[src/rtl/coproc_sequencer.sv]
// Coprocessor instruction sequencer: fetches 22-bit program words, issues them one
// at a time and waits for completion, with run/step control and halt/error trapping.
module coproc_sequencer #(
  parameter int PROG_DEPTH = 32,
  parameter int TIMEOUT    = 255
) (
  input  logic        clk,
  input  logic        reset,
  input  logic        run,
  input  logic        step,
  input  logic        clear,
  output logic [4:0]  prog_addr,
  input  logic [21:0] prog_data,
  output logic [21:0] instr,
  output logic        instr_valid,
  input  logic        instr_done,
  output logic        busy,
  output logic        halted,
  output logic        error,
  output logic [1:0]  err_code,
  output logic [4:0]  pc,
  output logic [7:0]  exec_count
);

  typedef enum logic [2:0] {IDLE, FETCH, LATCH, ISSUE, WAIT, HALT, ERR} state_t;

  localparam logic [4:0] LAST_PC     = 5'(PROG_DEPTH - 1);
  localparam logic [7:0] LAST_WAIT   = 8'(TIMEOUT - 1);
  localparam logic [1:0] ERR_NONE    = 2'b00;
  localparam logic [1:0] ERR_OPCODE  = 2'b01;
  localparam logic [1:0] ERR_TIMEOUT = 2'b10;

  state_t      state_q, state_d;
  logic [4:0]  pc_q, pc_d;
  logic [21:0] instr_q, instr_d;
  logic [7:0]  wait_cnt_q, wait_cnt_d;
  logic [7:0]  exec_cnt_q, exec_cnt_d;
  logic [1:0]  err_code_q, err_code_d;
  logic        continuous_q, continuous_d;
  logic [3:0]  opcode;

  assign opcode = prog_data[3:0];

  always_ff @(posedge clk) begin
    if (reset) begin
      state_q      <= IDLE;
      pc_q         <= '0;
      instr_q      <= '0;
      wait_cnt_q   <= '0;
      exec_cnt_q   <= '0;
      err_code_q   <= ERR_NONE;
      continuous_q <= 1'b0;
    end else begin
      state_q      <= state_d;
      pc_q         <= pc_d;
      instr_q      <= instr_d;
      wait_cnt_q   <= wait_cnt_d;
      exec_cnt_q   <= exec_cnt_d;
      err_code_q   <= err_code_d;
      continuous_q <= continuous_d;
    end
  end

  always_comb begin
    state_d      = state_q;
    pc_d         = pc_q;
    instr_d      = instr_q;
    wait_cnt_d   = wait_cnt_q;
    exec_cnt_d   = exec_cnt_q;
    err_code_d   = err_code_q;
    continuous_d = continuous_q;
    case (state_q)
      IDLE: begin
        if (run) begin
          continuous_d = 1'b1;
          state_d      = FETCH;
        end else if (step) begin
          continuous_d = 1'b0;
          state_d      = FETCH;
        end
      end
      FETCH: state_d = LATCH;
      LATCH: begin
        // The word is captured even when it halts or traps, so it stays visible.
        instr_d = prog_data;
        if (opcode == 4'd0) begin
          state_d = HALT;
        end else if (opcode >= 4'd12) begin
          state_d    = ERR;
          err_code_d = ERR_OPCODE;
        end else begin
          state_d = ISSUE;
        end
      end
      ISSUE: begin
        wait_cnt_d = '0;
        state_d    = WAIT;
      end
      WAIT: begin
        // Completion is checked before the timeout so a done on the last cycle wins.
        if (instr_done) begin
          if (exec_cnt_q != 8'hFF) exec_cnt_d = exec_cnt_q + 8'd1;
          if (pc_q == LAST_PC) begin
            pc_d    = '0;
            state_d = HALT;
          end else begin
            pc_d    = pc_q + 5'd1;
            state_d = continuous_q ? FETCH : IDLE;
          end
        end else if (wait_cnt_q == LAST_WAIT) begin
          state_d    = ERR;
          err_code_d = ERR_TIMEOUT;
        end else begin
          wait_cnt_d = wait_cnt_q + 8'd1;
        end
      end
      HALT, ERR: begin
        if (clear) begin
          state_d    = IDLE;
          pc_d       = '0;
          err_code_d = ERR_NONE;
        end
      end
      default: state_d = IDLE;
    endcase
  end

  assign prog_addr   = pc_q;
  assign pc          = pc_q;
  assign instr       = instr_q;
  assign instr_valid = (state_q == ISSUE);
  assign busy        = (state_q != IDLE) && (state_q != HALT) && (state_q != ERR);
  assign halted      = (state_q == HALT);
  assign error       = (state_q == ERR);
  assign err_code    = err_code_q;
  assign exec_count  = exec_cnt_q;

endmodule
[config.mk]
export PLATFORM = sky130hd
export DESIGN_NAME = coproc_sequencer
export DESIGN_NICKNAME = d
export VERILOG_FILES = /design/src/rtl/coproc_sequencer.sv
export SDC_FILE = /design/constraint.sdc
export NUM_CORES = 1
export LEC_CHECK = 0
export BUFFER_PORTS_ARGS = -buffer_cell sky130_fd_sc_hd__buf_2
export CAP_MARGIN = 20
export CORE_ASPECT_RATIO = 1.25
export CORE_MARGIN = 5
export CORE_UTILIZATION = 56
export CTS_BUF_LIST = sky130_fd_sc_hd__clkbuf_8
export DETAILED_ROUTE_END_ITERATION = 8
export GPL_ROUTABILITY_DRIVEN = 1
export HOLD_SLACK_MARGIN = 0.15
export MAX_ROUTING_LAYER = met4
export PLACE_DENSITY = 0.94
export SETUP_SLACK_MARGIN = 0.4
export SLEW_MARGIN = 20
export SYNTH_ARGS = -nofsm -noshare
export SYNTH_HDL_FRONTEND = slang
export SYNTH_SLANG_ARGS = --single-unit
[constraint.sdc]
create_clock -name clk -period 4.7 [get_ports clk]
set_clock_uncertainty 0.05 [all_clocks]
set_input_delay 0.47 -clock clk [delete_from_list [all_inputs] [get_ports clk]]
set_output_delay 0.47 -clock clk [all_outputs]
set_load 0.02 [all_outputs]
# --- After elaboration in Yosys (flattened, before gate mapping) ---
# Index checks and enable logic that the tools add are counted.
# Widths: inputs -> output; s select.
totals:
  regBits: 49
  in_bits: 28
classes:
  n_addsub: 3
  order_cmp: 1
  eq_ne: 20
  n_mux: 25
  reduce_logical: 16
ops:
  columns: ["cell", "n"]
  rows:
  - ["$mux 3", 8]
  - ["$pmux 3 s6", 1]
  - ["$add 8x1->8 const B", 2]
  - ["$mux 8", 2]
  - ["$pmux 8 s2", 1]
  - ["$mux 5", 3]
  - ["$ne 2x2->1 const B", 7]
  - ["$ne 3x3->1 const B", 4]
  - ["$reduce_and 3->1", 4]
  - ["$mux 2", 5]
  - ["$pmux 5 s2", 1]
  - ["$eq 3x3->1 const B", 3]
  - ["$eq 8x8->1 const B", 1]
  - ["$ne 8x8->1 const B", 1]
  - ["$eq 3x2->1 const B", 2]
  - ["$pmux 2 s3", 1]
  - ["$reduce_and 6->1", 1]
  - ["$reduce_bool 2->1", 3]
  - ["$reduce_bool 3->1", 2]
  - ["$add 5x1->5 const B", 1]
  - ["$eq 5x5->1 const B", 1]
  - ["$ge 4x4->1 const B", 1]
  - ["$logic_not 4->1", 1]
  - ["$eq 3x1->1 const B", 1]
  - ["5 further kinds", 8]

# --- Depth between registers and ports, before layout ---
# Gate-level depths: netlist of run 1.
logic_depth:
  ltp_word: 4
  depth_mapped: 7
  depth_no_buf: 7

# --- Worst setup path before layout of run 1 ---
# Ideal clock, no wire load.
synth_path:
  path_type: "reg2out"
  startpoint: "register state_q[2]"
  endpoint: "output port error"
  arrival_time_ns: 1.409
  required_time_ns: 4.180
  path_slack_ns: 2.771
  stages_incl_launch_ff: 5
  cell_sequence: "dfxtp_1 > buf_4 > clkbuf_1 > inv_1 > nor3b_1"
synth_via:
  elab_chain_cells: 1
synth_rtl:
  columns: ["item", "line_no", "source"]
  rows:
  - ["from (decl)", "33", "state_t state_q, state_d;"]
  - ["from (signal assigned)", "54", "state_q <= state_d;"]
  - ["$eq 3x3->1", "134", "assign error = (state_q == ERR);"]
  - ["to (decl)", "19", "output logic error,"]
# Every way passes these cells.

# --- Worst setup path after layout of run 1 ---
layout_path:
  startpoint: "register state_q[0]"
  endpoint: "output port busy"
layout_via:
  elab_chain_cells: 3
layout_rtl:
  columns: ["item", "line_no", "source"]
  rows:
  - ["$ne 3x3->1 / $reduce_bool 3->1 (equally long branches)", "132", "assign busy = (state_q != IDLE) && (state_q != HALT) && (state_q != ERR);"]
  - ["$logic_and 1x1->1", "132", null]
  - ["$logic_and 1x1->1 (*)", "132", null]
  - ["to (decl)", "17", "output logic busy,"]
# Mark *: on every way between the ends. The rest lies on a longest branch, timed or not.

==> run metrics, run 1 <==
status=finished clean; Worst-path clk slew=0.09 ns; Setup TNS Final=0 ns; synthesized netlist cell count=284; via count=2,226; Hold Buf Count CTS=0; slew of the pin with the lowest slew margin=0.794 ns; top sig layer=met4; largest net degree at the start of global routing=46; Die Wd=67.6 um; dpl cell area=2660 um2; Post-synth EDFFs=0; # diodes=0; design area=2760 um2; synth unique cells=49; cts bufs inserted=5; Root Buffer=clkbuf_8; Final Hold Fails=0; # rows=26; R2R Path Start=state_q[2]$_SDFFE_PP0P_; drt drc=0; first-pass GRT wire length=8.94 mm; Crit. End Element=output pin; Resized Gates After CTS=0; DR pass1 iterations=4; Async SR Flop Fraction=0%; Critical Path RT=4.18 ns; Leakage=0.00117 uW; Mapped Nets=317; Crit. Startpoint=state_q[0]$_SDFFE_PP0P_; met3 wire len=328 um; number of global-route vias before repair=2,053; worst skew pair latency=0.30 ns; sequential area share after synthesis=42.3%; fin crit share=50.6%; hold_sp=prog_data[11]; Slew headroom=47.1%; Antenna Nets Post-Route=0; TritonCTS clock tree=done; PortBufs=73; Sinks on Clock Net=49; Setup violations, final=0; RSZ-0062 raised after global routing=false; Max-Cap Viols=0; dpl hpwl=3.86 mm; nets=375; global-route usage over all layers=21.4%; wl on met1=2.19 mm; Synth-to-Final Area Change=18.8%; IO Pins=74; commonest non-fill, non-tap cell in the layout=buf_2; CTS Buffer Depth=2; drt wl/cell=13.5 um; hold slack=0.352 ns; wire length on met2=2.80 mm; Critical Path AT=1.86 ns; Yosys reg bits=49; total chip power=1130 uW; Max H-tree Level=2; min Tclk post-route=2.38 ns; fmax=0.421 GHz; Worst VDD drop=0.000236 V; average size of a mapped cell=8.17 um2; DRT Wirelength=5.39 mm; # fillers=356; share of cells above drive strength 1=25.7%; Setup WS post-layout=2.32 ns; worst hold path type=input port to flop; Vias/cell=5.58; most frequent cells in the layout=buf_2, nand2_1, dfxtp_1, a21oi_1, nor2_1; Power Dens Cells=410 nW/um2; Post-synth top flop=dfxtp_1; gpl congestion=0.878; worst-path maximum fanout=20; initial antenna violation count=0; startpoint types=flop; Starting Density=57.1%; grt ovf=0; synth warn=0; CORE AREA=4070 um2; Post-Place Setup Slack=2.66 ns; Final Max Slew Viols=0; DR iter-0 viols=297; Post-CTS Setup Inserts=0; DIE AREA=5540 um2; WS Path Type=flop to output pin; Die H=82.0 um; mapped cell area=2320 um2
## per-layer routing
layer / up-vias / GRT usage, %
met5: - / -
met4: 0 / 9.94
met3: 4 / 4.10
met2: 77 / 36.2
met1: 1031 / 23.9
li1: 1114 / -
## flip-flops by register name, indices dropped and copies added (netlist names)
| signal | cells |
|---|---|
| instr | 22 |
| exec_count | 8 |
| wait_cnt_q | 8 |
| pc | 5 |
| state_q | 3 |
| err_code | 2 |
| continuous_q | 1 |
## synthesized netlist by cell type (3+ instances only)
library cell,count,share of area (%)
a211oi_1,4,1.3
a21oi_1,38,8.2
and2_1,3,0.81
and3_1,4,1.1
buf_2,3,0.65
buf_4,6,1.9
clkbuf_1,15,2.4
dfxtp_1,49,42
ha_1,5,2.7
inv_1,8,1.3
nand2_1,54,8.7
nand3_1,5,1.1
nand4_1,5,1.3
nor2_1,13,2.1
nor3_1,6,1.3
nor3b_1,7,2.3
nor4_1,3,0.81
o211ai_1,3,0.97
o21ai_0,10,2.2
or3_1,3,0.81
or4_1,3,0.97
xor2_1,6,2.3
## power by group
part | switching, uW | internal [uW]
sequential | 62.0 | 463
clock | 137 | 119
combinational | 223 | 125
## through the flow
stage,utilization (%),std cells
2_1_floorplan,-,284
3_3_place_gp,65.4,391
3_5_place_dp,65.4,391
4_1_cts,67.8,399
5_1_grt,67.8,399
6_report,67.8,399
## logic make-up after synthesis
group	Yosys count	synth area share (%)
AND/OR/NAND/NOR	117	25.9
AO/OA/AOI/OAI	73	19.7
flip-flops	49	42.3
buffers and inverters	32	6.31
XOR/XNOR	6	2.26
adder cells (fa/ha/maj)	5	2.70
multiplexers	2	0.863
## path summary, 6_finish.rpt
path	end	cells past startpoint	slack [ns]
max reg2reg	wait_cnt_q[7]$_SDFFE_PP0P_	4	2.58
min reg2reg	instr[15]$_SDFFE_PP0P_	2	0.40
max	busy	3	2.32
min	instr[11]$_SDFFE_PP0P_	3	0.35
## critical path: stages (launching register included)
cell	delay (ns)
dfxtp_1	0.76
xor2_1	0.48
a21oi_1	0.13
buf_2	0.19
## layout make-up
class / count / area (um2) / area share (%)
clock buffer: 6 / 82.6 / 3.00
clock inverter: 2 / 13.8 / 0.499
inverter: 8 / 30.0 / 1.09
multi-input combinational: 203 / 1200 / 43.5
sequential: 49 / 981 / 35.6
tap: 56 / 70.1 / 2.54
timing repair buffer: 75 / 380 / 13.8
Note: power is estimated with default switching activity, not from simulation.
==> run 2, diff against run 1 <==
--- a/config.mk
+++ b/config.mk
@@ -5,17 +5,18 @@
 export SDC_FILE = /design/constraint.sdc
 export NUM_CORES = 1
 export LEC_CHECK = 0
+export ABC_AREA = 1
 export BUFFER_PORTS_ARGS = -buffer_cell sky130_fd_sc_hd__buf_2
 export CAP_MARGIN = 20
 export CORE_ASPECT_RATIO = 1.25
 export CORE_MARGIN = 5
-export CORE_UTILIZATION = 56
+export CORE_UTILIZATION = 48
 export CTS_BUF_LIST = sky130_fd_sc_hd__clkbuf_8
 export DETAILED_ROUTE_END_ITERATION = 8
 export GPL_ROUTABILITY_DRIVEN = 1
 export HOLD_SLACK_MARGIN = 0.15
 export MAX_ROUTING_LAYER = met4
-export PLACE_DENSITY = 0.94
+export PLACE_DENSITY = 0.85
 export SETUP_SLACK_MARGIN = 0.4
 export SLEW_MARGIN = 20
 export SYNTH_ARGS = -nofsm -noshare
==> constraint.sdc (replaced) <==
create_clock -name clk -period 2.05 [get_ports clk]
set_clock_uncertainty 0.05 [all_clocks]
set_input_delay 0.205 -clock clk [delete_from_list [all_inputs] [get_ports clk]]
set_output_delay 0.205 -clock clk [all_outputs]
set_load 0.02 [all_outputs]
==> run metrics, run 2 <==
status=finished clean; Final Max Slew Viols=0 (unchanged); switching part of the total power=40.6% (+3.2 points); Stages on worst setup path=6 (+3); R2R Path End=wait_cnt_q[0]$_SDFFE_PP0P_; largest family of logic cells by synthesized area=simple AND/OR/NAND/NOR gates; Gate power share=38.4% (+7.6 points); DRT Wirelength=6.69 mm (+24%); cell type with the largest total area after synthesis=dfxtp_1; CP bufs+invs=2 (+1); Adder-Cell Fraction of Synth Area=2.54% (-0.15 points); Setup violations, final=0 (unchanged); # rows=29 (+12%); worst hold path type=input port to flop; Mapped Nets=387 (+22%); startpoint types=flop; CP delay by family, top=flip-flops; drt wl/cell=13.2 um (-2.3%); switching pwr=1290 uW (+210%); average size of a mapped cell=6.95 um2 (-15%); via count=2,580 (+16%); XOR/XNOR Fraction of Synth Area=2.14% (-0.13 points); CP max stage cell=dfxtp_4; synth warn=0 (unchanged); Vias/cell=5.09 (-8.8%); Root Buffer=clkbuf_8; Die Wd=74.0 um (+9.5%); hold slack=0.238 ns (-0.114 ns); DIE AREA=6660 um2 (+20%); gpl congestion=0.869 (-1.0%); Setup crit end=busy; DR iter-0 viols=141 (-53%); synthesized netlist cell count=354 (+25%); total internal power=1890 uW (+170%); CTS Buffer Depth=2 (unchanged); top cells by count, synth=nand2_1, dfxtp_1, nor2_1; grt ovf=0 (unchanged); IO Pins=74 (unchanged); most common cell in the synthesized netlist=nand2_1; worst-path maximum fanout=6 (-70%); Synth-to-Final Area Change=31.6%; R2R Path Start=wait_cnt_q[0]$_SDFFE_PP0P_; Max H-tree Level=2 (unchanged); fin crit share=78.4%; first-pass GRT wire length=11.0 mm (+23%); sequential area share after synthesis=39.9% (-2.4 points); DR pass1 iterations=5 (+1); Seq pwr share=39.8% (-6.7 points); Die H=90.0 um (+9.8%); dominant cells by area after synthesis=dfxtp_1, nand2_1, a21oi_1; PortBufs=73 (unchanged); number of global-route vias before repair=2,570 (+25%); TritonCTS clock tree=done; Max-Cap Viols=0 (unchanged); drt drc=0 (unchanged); commonest non-fill, non-tap cell in the layout=nand2_1; Critical Path AT=1.35 ns (-0.51 ns); Power Dens Cells=986 nW/um2 (+140%); worst-path cell chain=inv_2 -> nor2_1 -> nand2_2 -> o21ai_2 -> nor2_1 -> buf_2; Async SR Flop Fraction=0% (unchanged); r2r worst-path depth=10 (+6); largest net degree at the start of global routing=36 (-22%); WS Path Type=flop to output pin; Post-synth top flop=dfxtp_1; # diodes=0 (unchanged); slew of the pin with the lowest slew margin=0.484 ns (-0.310 ns); Clk pwr share=21.8% (-0.9 points); Synth Area in Compound Gates=12.0% (-7.7 points); Starting Density=48.7% (-8.3 points); Post-synth EDFFs=0 (unchanged); min Tclk post-route=1.61 ns; Slew headroom=67.7% (+21 points); Final Hold Fails=0 (unchanged); most frequent cells in the layout=nand2_1, buf_2, dfxtp_1, nor2_1, a21oi_1; Sinks on Clock Net=49 (unchanged); Critical Path RT=1.79 ns (-2.39 ns); mapped cell area=2460 um2 (+5.9%); number of flip-flops in the largest register=22 (unchanged); share of cells above drive strength 1=28.3% (+2.7 points); CP most frequent cell=nor2_1; Leakage=0.00153 uW (+31%); Antenna Nets Post-Route=0 (unchanged); cts bufs inserted=5 (unchanged); Setup TNS Final=0 ns (unchanged); CP peak stage delay=0.40 ns (-0.36 ns); CORE AREA=5040 um2 (+24%); Worst VDD drop=0.000659 V (+180%); Crit. Startpoint=state_q[0]$_SDFFE_PP0P_; Synth Area in Simple Gates=33.9% (+8.0 points); global-route usage over all layers=20.8% (-0.55 points); R2R setup slack=0.48 ns (-2.10 ns); Worst-path clk slew=0.09 ns (about the same); fmax=0.622 GHz; RSZ-0062 raised after global routing=true; top cell type's share of synthesized area=39.9% (-2.4 points); initial antenna violation count=0 (unchanged); Crit. End Element=output pin; worst skew pair latency=0.30 ns (about the same); post-synthesis mux area share=0% (-0.86 points); dpl hpwl=4.38 mm (+13%); Yosys reg bits=49 (unchanged); nets=477 (+27%); synth unique cells=30 (-39%)
-- run 2: cell types whose count changed in the layout (fill, tap and decap cells not counted), moves of 6 or more --
| cell | change |
|---|---|
| nand2_1 | +51 |
| nand3_1 | +16 |
| inv_1 | +19 |
| dfxtp_1 | -8 |
| dlygate4sd3_1 | +23 |
| nor2_1 | +25 |
| nor3b_1 | -6 |
| nand2_2 | +6 |
-- run 2: worst min path at each step --
stage | startpoint | endpoint | slack (ns) | depth (start not counted)
2_1_floorplan | prog_data[11] | instr[11]$_SDFFE_PP0P_ | 0.30 | 2
3_3_place_gp | instr[8]$_SDFFE_PP0P_ | instr[8]$_SDFFE_PP0P_ | 0.40 | 2
3_5_place_dp | instr[18]$_SDFFE_PP0P_ | instr[18]$_SDFFE_PP0P_ | 0.40 | 2
4_1_cts | step | state_q[2]$_SDFFE_PP0P_ | 0.22 | 5
5_1_grt | step | state_q[2]$_SDFFE_PP0P_ | 0.32 | 5
6_report | step | continuous_q$_SDFFE_PP0P_ | 0.24 | 4
-- run 2: layout make-up --
type | count | area (um2)
clock buffer | 5 | 68.8
tap | 62 | 77.6
fill | 406 | 1810
multi-input combinational | 255 | 1280
sequential | 49 | 1000
timing repair buffer | 99 | 618
inverter | 34 | 140
clock inverter | 3 | 46.3
-- run 2: power groups by stage --
stage | clock (uW) | sequential (uW) | combinational (uW)
CTS | 716 | 1240 | 1180
finish | 697 | 1270 | 1220
detailed placement | 0 | 1250 | 1130
floorplan | 0 | 1370 | 726
global route | 764 | 1290 | 1360
global placement | 0 | 1250 | 1110
-- run 2: repair_timing --
item,in CTS,in global routing
hold buffers,23,0
gates resized for setup,5,23
pin swaps,0,2
setup endpoints to repair,7,18
setup buffers,0,1
hold endpoints to repair,23,0
-- run 2: cells by family (layout without fill, tap and decap cells) --
| family | count (synthesis) | count (layout) |
|---|---|---|
| buffers and inverters | 50 | 141 |
| XOR/XNOR | 6 | 6 |
| adder cells (fa/ha/maj) | 5 | 5 |
| AND/OR/NAND/NOR | 188 | 188 |
| flip-flops | 49 | 49 |
| AO/OA/AOI/OAI | 56 | 56 |
-- run 2: metrics by stage --
step	power, uW	util (%)	cell area, um2	std cells	worst slack, ns
6_report	3190	64.1	3230	507	0.444
3_5_place_dp	2380	55.8	2810	475	0.348
3_3_place_gp	2360	55.8	2810	475	0.416
2_1_floorplan	2100	-	2460	354	0.444
5_1_grt	3420	64.1	3230	507	0.368
4_1_cts	3130	62.8	3170	506	0.421
-- run 2: worst reg2reg max path, cell delays in order (launching register included) --
cell	delay [ns]
dfxtp_4	0.37
inv_2	0.07
ha_1	0.16
nand2_1	0.08
nor2_2	0.14
buf_4	0.13
nand3_4	0.10
nand2_8	0.12
inv_6	0.06
o21ai_0	0.15
nor2_1	0.05
-- run 2: per-layer routing --
metal	share of wire, %	global-route usage [%]	wire, um	vias up
li1	-	-	-	1297
met1	39	22.7	2600	1160
met2	51	35.8	3420	107
met3	7.6	4.80	511	16
met4	2.4	7.70	158	0
met5	0	-	0	-
